`config.mk`:
```
export PLATFORM = sky130hd
export DESIGN_NAME = dac_spi_tx
export DESIGN_NICKNAME = d
export VERILOG_FILES = /design/src/rtl/dac_pkg.sv /design/src/rtl/dac_spi_tx_tick.sv /design/src/rtl/dac_spi_tx.sv
export SDC_FILE = /design/constraint.sdc
export NUM_CORES = 1
export LEC_CHECK = 0
export ABC_AREA = 1
export BUFFER_PORTS_ARGS = -buffer_cell sky130_fd_sc_hd__buf_2
export CORE_ASPECT_RATIO = 0.8
export CORE_MARGIN = 5
export CORE_UTILIZATION = 56
export DETAILED_ROUTE_END_ITERATION = 8
export PLACE_DENSITY = 0.84
export SLEW_MARGIN = 20
export SYNTH_ARGS = -nofsm -noshare
export SYNTH_HDL_FRONTEND = slang
export SYNTH_SLANG_ARGS = --single-unit
```
`constraint.sdc`:
```
create_clock -name clock -period 2.3 [get_ports clock]
set_clock_uncertainty 0.1 [all_clocks]
set_input_delay 0.46 -clock clock [delete_from_list [all_inputs] [get_ports clock]]
set_output_delay 0.46 -clock clock [all_outputs]
set_load 0.01 [all_outputs]
```
`src/rtl/dac_pkg.sv`:
```
// Shared constants for the DAC SPI transmitter: FSM encoding and frame geometry.
package dac_pkg;
   localparam logic [1:0] IDLE  = 2'd0;
   localparam logic [1:0] SETUP = 2'd1;
   localparam logic [1:0] SHIFT = 2'd2;
   localparam logic [1:0] HOLD  = 2'd3;

   localparam int FRAME_BITS    = 16;
   localparam int DAC_DATA_BITS = 12;

   // unbuffered, gain 1x, active
   localparam logic [3:0] CTRL_BITS_DEFAULT = 4'b0011;
endpackage

```
`src/rtl/dac_spi_tx_tick.sv`:
```
// Half-period tick counter: counts 0..CLK_DIV-1, ticks on the last count, held at 0 by restart.
module spi_clk_tick
   import dac_pkg::*;
#(
   parameter int CLK_DIV = 4
) (
   input  logic clock,
   input  logic reset,
   input  logic restart,
   output logic tick
);
   localparam int CW = (CLK_DIV > 1) ? $clog2(CLK_DIV) : 1;
   localparam logic [CW-1:0] LAST = CW'(CLK_DIV - 1);

   logic [CW-1:0] count;

   always_ff @(posedge clock or posedge reset) begin
      if (reset)
         count <= '0;
      else if (restart || count == LAST)
         count <= '0;
      else
         count <= count + CW'(1);
   end

   assign tick = (count == LAST) && !restart;
endmodule

```
`src/rtl/dac_spi_tx.sv`:
```
// Serialises one sine sample per frame as {control nibble, 12 data bits} to an SPI DAC (mode 0).
// state | meaning
// IDLE  | ready for a sample, cs_n high
// SETUP | cs_n low, first bit on mosi, sclk low
// SHIFT | 16 bits, sclk high then low half-periods
// HOLD  | cs_n high guard time before ready
module dac_spi_tx
   import dac_pkg::*;
#(
   parameter int         SINE_SIZE = 12,
   parameter int         CLK_DIV   = 4,
   parameter logic [3:0] CTRL_BITS = CTRL_BITS_DEFAULT
) (
   input  logic                 clock,
   input  logic                 reset,
   input  logic [SINE_SIZE-1:0] sample,
   input  logic                 sample_valid,
   output logic                 sample_ready,
   output logic                 sclk,
   output logic                 mosi,
   output logic                 cs_n,
   output logic                 busy,
   output logic                 frame_done
);
   logic [1:0]               state;
   logic [FRAME_BITS-1:0]    shreg;
   logic [3:0]               bit_cnt;
   logic [DAC_DATA_BITS-1:0] data12;
   logic                     tick;

   assign sample_ready = (state == IDLE);

   generate
      if (SINE_SIZE > DAC_DATA_BITS) begin : g_trunc
         logic unused_lsbs;
         assign unused_lsbs = ^sample[SINE_SIZE-DAC_DATA_BITS-1:0];
         assign data12 = sample[SINE_SIZE-1 -: DAC_DATA_BITS];
      end else if (SINE_SIZE == DAC_DATA_BITS) begin : g_exact
         assign data12 = sample;
      end else begin : g_pad
         assign data12 = {sample, {(DAC_DATA_BITS-SINE_SIZE){1'b0}}};
      end
   endgenerate

   // Holding the divider in restart while idle makes every state entry start from count 0.
   spi_clk_tick #(.CLK_DIV(CLK_DIV)) u_tick (
      .clock   (clock),
      .reset   (reset),
      .restart (sample_ready),
      .tick    (tick)
   );

   always_ff @(posedge clock or posedge reset) begin
      if (reset) begin
         state      <= IDLE;
         shreg      <= '0;
         bit_cnt    <= '0;
         sclk       <= 1'b0;
         mosi       <= 1'b0;
         cs_n       <= 1'b1;
         busy       <= 1'b0;
         frame_done <= 1'b0;
      end else begin
         frame_done <= 1'b0;
         case (state)
            IDLE: if (sample_valid) begin
               shreg   <= {CTRL_BITS, data12};
               mosi    <= CTRL_BITS[3];
               cs_n    <= 1'b0;
               sclk    <= 1'b0;
               busy    <= 1'b1;
               bit_cnt <= '0;
               state   <= SETUP;
            end
            SETUP: if (tick) begin
               sclk  <= 1'b1;
               state <= SHIFT;
            end
            SHIFT: if (tick) begin
               if (sclk) begin
                  sclk  <= 1'b0;
                  shreg <= {shreg[FRAME_BITS-2:0], 1'b0};
                  mosi  <= shreg[FRAME_BITS-2];
               end else if (bit_cnt == 4'd15) begin
                  bit_cnt <= '0;
                  cs_n    <= 1'b1;
                  mosi    <= 1'b0;
                  state   <= HOLD;
               end else begin
                  bit_cnt <= bit_cnt + 4'd1;
                  sclk    <= 1'b1;
               end
            end
            HOLD: if (tick) begin
               busy       <= 1'b0;
               frame_done <= 1'b1;
               state      <= IDLE;
            end
            default: state <= IDLE;
         endcase
      end
   end
endmodule

```
# [Word level (Yosys, flattened, before mapping)]
# Index checks and enable logic that the tools add are counted.
[word_totals] register_bits=28 latchBits=0 ram_bits=0 romBits=0 inputBits=15 output_inout_bits=6 word_cells=74 mem_count=0
[op_classes] addsub=2 multipliers=0 n_div=0 magnitude_cmp=0 n_eq_ne=13 shift=0 mux=36 n_bitwise=0 n_reduce_logical=14
[ops] cell="two-way mux 15 bit" n=3
[ops] cell="one-hot mux 15 bit (2 select lines)" n=1
[ops] cell="two-way mux 4 bit" n=4
[ops] cell="AND reduction 4 bit" n=4
[ops] cell="two-way mux 1 bit" n=15
[ops] cell="two-way mux 2 bit" n=7
[ops] cell="!= test 2 bit (second input constant)" n=7
[ops] cell="one-hot mux 2 bit (4 select lines)" n=1
[ops] cell="one-hot mux 4 bit (2 select lines)" n=1
[ops] cell="equality test 2 bit (second input constant)" n=3
[ops] cell="one-hot mux 1 bit (2 select lines)" n=3
[ops] cell="AND reduction 6 bit" n=1
[ops] cell="AND reduction 5 bit" n=1
[ops] cell="adder 4 x 1 -> 4 bit (second input constant)" n=1
[ops] cell="equality test 4 bit (second input constant)" n=1
[ops] cell="nonzero test 2 bit" n=2
[ops] cell="!= test 3 bit (second input constant)" n=1
[ops] cell="one-hot mux 1 bit (3 select lines)" n=1
[ops] cell="AND reduction 3 bit" n=1
[ops] cell="nonzero test 3 bit" n=1
[ops] cell="adder 2 x 1 -> 2 bit (second input constant)" n=1
[ops] cell="equality test 2 x 1 -> 1 bit (second input constant)" n=1
[ops] cell="zero test 2 bit" n=1
[ops] cell="logical AND 1 bit" n=1
[ops] cell="2 further kinds" n=2

# [Longest topological paths before layout]
[logic_depth] ltp_word=5 depth_mapped=12 ltp_nobuf=10

# [By module]
# Synthesis repeated with hierarchy kept, for this count alone.
[hier_totals] hier_cells=192 area_unflattened_um2=1514.0
[modules_own_cells] module="dac_spi_tx" instances=1 cells_per_inst=181 area_each_um2=1421.4 seq_area_each_um2=651.9
[modules_own_cells] module="spi_clk_tick" instances=1 cells_per_inst=11 area_each_um2=92.6 seq_area_each_um2=50.0

# [Worst setup path after synthesis]
# Ideal clock, no wire load.
[synth_path] path_type="register -> register" from="register state[0]" to="register shreg[10]" setup_ns=0.116 arrival_ns=1.556 required_ns=2.084 slack_ns=0.528 path_stages_with_launch=11 n_path_buf=1 synth_period_minus_slack_ns=1.772 cell_sequence="dfrtp_1 > inv_1 > ha_1 > inv_2 > a21oi_1 > nor2_4 > nand2_4 > inv_4 > buf_12 > nand2_1 > nand2_1"
[synth_via] elab_chain_len=5 elab_cells_between_ends=10 cone_classes="eq/ne (4); mux (1); reduce/logical (5)"
[synth_rtl] element="start: declaration" line_no="dac_spi_tx.sv:25" rtl="logic [1:0] state;"
[synth_rtl] element="start signal: assignment" line_no="dac_spi_tx.sv:55" rtl="state <= IDLE;"
[synth_rtl] element="start signal: assignment" line_no="dac_spi_tx.sv:73" rtl="state <= SETUP;"
[synth_rtl] element="start signal: assignment" line_no="dac_spi_tx.sv:77" rtl="state <= SHIFT;"
[synth_rtl] element="zero test 2 bit (*)" line_no="dac_spi_tx.sv:31" rtl="assign sample_ready = (state == IDLE);"
[synth_rtl] element="via sample_ready" line_no="dac_spi_tx.sv:18" rtl="output logic sample_ready,"
[synth_rtl] element="zero test 1 bit" line_no="dac_spi_tx_tick.sv:26" rtl="assign tick = (count == LAST) && !restart;"
[synth_rtl] element="logical AND 1 bit" line_no="dac_spi_tx_tick.sv:26"
[synth_rtl] element="!= test 2 bit (no line)"
[synth_rtl] element="AND reduction 4 bit (no line)"
[synth_rtl] element="end signal: assignment" line_no="dac_spi_tx.sv:67" rtl="shreg <= {CTRL_BITS, data12};"
[synth_rtl] element="end signal: assignment" line_no="dac_spi_tx.sv:82" rtl="shreg <= {shreg[FRAME_BITS-2:0], 1'b0};"
[synth_rtl] element="end: declaration" line_no="dac_spi_tx.sv:26" rtl="logic [FRAME_BITS-1:0] shreg;"
# The timed path passes the listed nets; every way through them passes the cells marked *.
# A chain may end at the register's enable or synchronous reset.

# [Final worst setup path]
[layout_path] from="register state[0]" to="register shreg[1]"
[layout_via] elab_chain_len=5 elab_cells_between_ends=10 cone_classes="eq/ne (4); mux (1); reduce/logical (5)"
[layout_rtl] element="zero test 2 bit" line_no="dac_spi_tx.sv:31, dac_spi_tx.sv:65"
[layout_rtl] element="zero test 1 bit" line_no="dac_spi_tx_tick.sv:26"
[layout_rtl] element="logical AND 1 bit" line_no="dac_spi_tx_tick.sv:26"
[layout_rtl] element="!= test 2 bit (no line)"
[layout_rtl] element="AND reduction 4 bit (no line)"
# Several ways; a longest one is shown, not always the timed one.

==> out/qor.txt <==
Initial Util: 56.7%
Critical path capture point type: flop
Gr usage total: 17.3%
Remaining global-route overflow: 0
Total Power: 0.00224 W
Ys flop type: dfrtp_1
Die Area: 0.00389 sq mm
Critical path arrival: 2.13 ns
Slew HR: 76.9%
Unique cell type count in the Yosys netlist: 24
Vias in the first global route: 1187
Initial antenna violation count: 0
Core Area: 0.00270 sq mm
DP HPWL: 2200 microns
Drt first pass iters: 4
Worst-Margin Slew: 0.343 ns
Top post-synthesis cells by area: dfrtp_1 44%, nand2_1 25%, ha_1 6.5%
N_diodes: 0
Initial DRC count: 104
Most common cell in the synthesized netlist: nand2_1
Met3 Use GR: 4.80%
CTS root buf: clkbuf_4
Seq/Total Area, Yosys: 45.8%
Die width: 68.5 microns
Count of pins over their slew limit: 0
Area Growth Syn to Fin: 9.96%
Sink Count: 28
I/O pin count: 21
Post-synth top area cell: dfrtp_1
Worst Setup Start Kind: flop
Row cnt: 17
Drt drc: 0
Setup Crit Path Kind: reg2reg
Worst hold-check path type: in2async
Die Ht: 56.8 microns
PD cells: 1330 mW/mm^2
Status: complete, no violations
Final setup TNS: 0 ns
Post-route minimum period: 1.96 ns
Number of synthesized register bits: 28
CTS tree: done
Num CTS Buffers: 3
Antenna Nets Post-Route: 0
Period utilisation layout: 85.2%
Unrepaired setup endpoints after global routing: no
Clock Pin Slew Worst Setup and Hold Paths: 0.15 ns
Nets: 246
Number of synthesized flops with an enable pin: 0
CP required: 2.47 ns
Port Buffers: 20
Largest net degree at the start of global routing: 29
Synthesized instance count: 201
Share of layout cells above drive strength 1: 15.8%
F_max: 0.510 GHz
Placer Congestion: 0.806
Mean area per synthesized cell: 7.63 sq um
Routed wire length: 3010 microns
Synth top cells by count: 103 x nand2_1, 27 x dfrtp_1, 11 x inv_1
FFs w/ async S/R, synth: 100%
GRT Max-Usage Layer: met2
Max-cap violations: 0
Setup Viol. Count Final: 0
Area share of the largest cell type after synthesis: 44.1%
PostCTS Resize Cnt: 0
Met2 usage: 27.3%
Post-synthesis net count: 224
Max H-tree Level: 1
Routed vias/inst: 4.98
Avg WL per Cell: 11.6 microns
Worst VDD drop: 686 uV
Crit-path max FO: 19
Via count: 1294
Synthesized cell area: 0.00153 sq mm
Hold Fails Final Rpt: 0
Post CTS Setup Buffer Count: 0
Worst-skew pair later-pin latency: 0.33 ns
First-pass GRT wire length: 5150 microns
Post-cts hold buffer count: 0
Syn. warnings: 0
Clock buffer depth: 2
LEAKAGE: 0.975 nW
GRT met1 Usage: 23.7%
==> power by group <==
group / switching [W] / internal (W)
Sequential: 0.000121 / 0.000695
Combinational: 0.000795 / 0.000391
Clock: 0.000143 / 0.0000969
==> worst paths after layout <==
path	startpoint	endpoint	slack, ns	cells after the start
setup / recovery	state[0]	shreg[1]	0.34	10
hold / removal	reset	bit_cnt[1]	0.06	3
setup reg to reg	state[0]	shreg[1]	0.34	10
hold reg to reg	u_tick.count[0]	u_tick.count[0]	0.37	1
max in group asynchronous	reset	cs_n	1.74	3
min in group clock	sample[0]	shreg[0]	0.29	3
==> through the flow <==
stage / std cells / util [%] / instance area (sq um) / hold slack (ns) / setup WS (ns)
6_report: 260 / 62.4 / 1690 / 0.0622 / 0.339
5_1_grt: 260 / 62.4 / 1690 / 0.0805 / 0.166
4_1_cts: 260 / 62.4 / 1690 / 0.0725 / 0.339
3_5_place_dp: 256 / 61.0 / 1650 / 0.358 / 0.376
3_3_place_gp: 256 / 61.0 / 1650 / 0.325 / 0.457
2_1_floorplan: 201 / - / 1530 / 0.308 / 0.528
==> layer usage <==
layer  up-vias  routed length [microns]
li1        668                        -
met1       592                     1400
met2        32                     1440
met3         2                      148
met4         0                       19
met5         -                        0
==> state kept, by name, summed over array words and instances, names as in the netlist <==
register and cells:
u_tick.count 2, mosi 1, shreg 15, cs_n 1, state 2, bit_cnt 4
sclk 1, busy 1, frame_done 1
==> cell usage in the layout (no fill, tap or decap) <==
master	count
nand2_1	103
dfrtp_1	27
buf_2	20
inv_1	11
nand3_1	10
nor2_1	9
ha_1	8
o21ai_0	7
a21oi_1	3
clkbuf_4	3
inv_2	2
nand2_4	2
nand2_2	2
xnor2_1	2
o21bai_1	2
nor3_1	2
buf_4	2
nor2_4	1
inv_4	1
nor3b_1	1
o22ai_1	1
nand4_1	1
clkbuf_8	1
dfstp_2	1
==> critical path: stages (launching register included) <==
cell,delay (ns)
dfrtp_1,0.44
inv_1,0.13
ha_1,0.31
inv_2,0.11
nand2_4,0.10
nand2_2,0.06
nor2_4,0.20
nand2_4,0.17
inv_4,0.16
nand2_1,0.06
nand2_1,0.06
==> logic make-up after synthesis <==
| kind of cell | after synthesis | synth area share, % |
|---|---|---|
| xor+xnor | 2 | 1.14 |
| compound gates | 13 | 4.65 |
| simple gates | 131 | 35.3 |
| flops | 28 | 45.8 |
| fa+ha+maj | 8 | 6.53 |
| buf+inv | 19 | 6.61 |
==> final cells by class <==
cell class	instances	area, sq um
fillers	252	1020
multi-input cells	154	729
flip-flops and latches	28	702
repair buffers	22	115
inverters	14	55.1
well taps	38	47.5
clock buffers	4	36.3
Note: power is estimated with default switching activity, not from simulation.
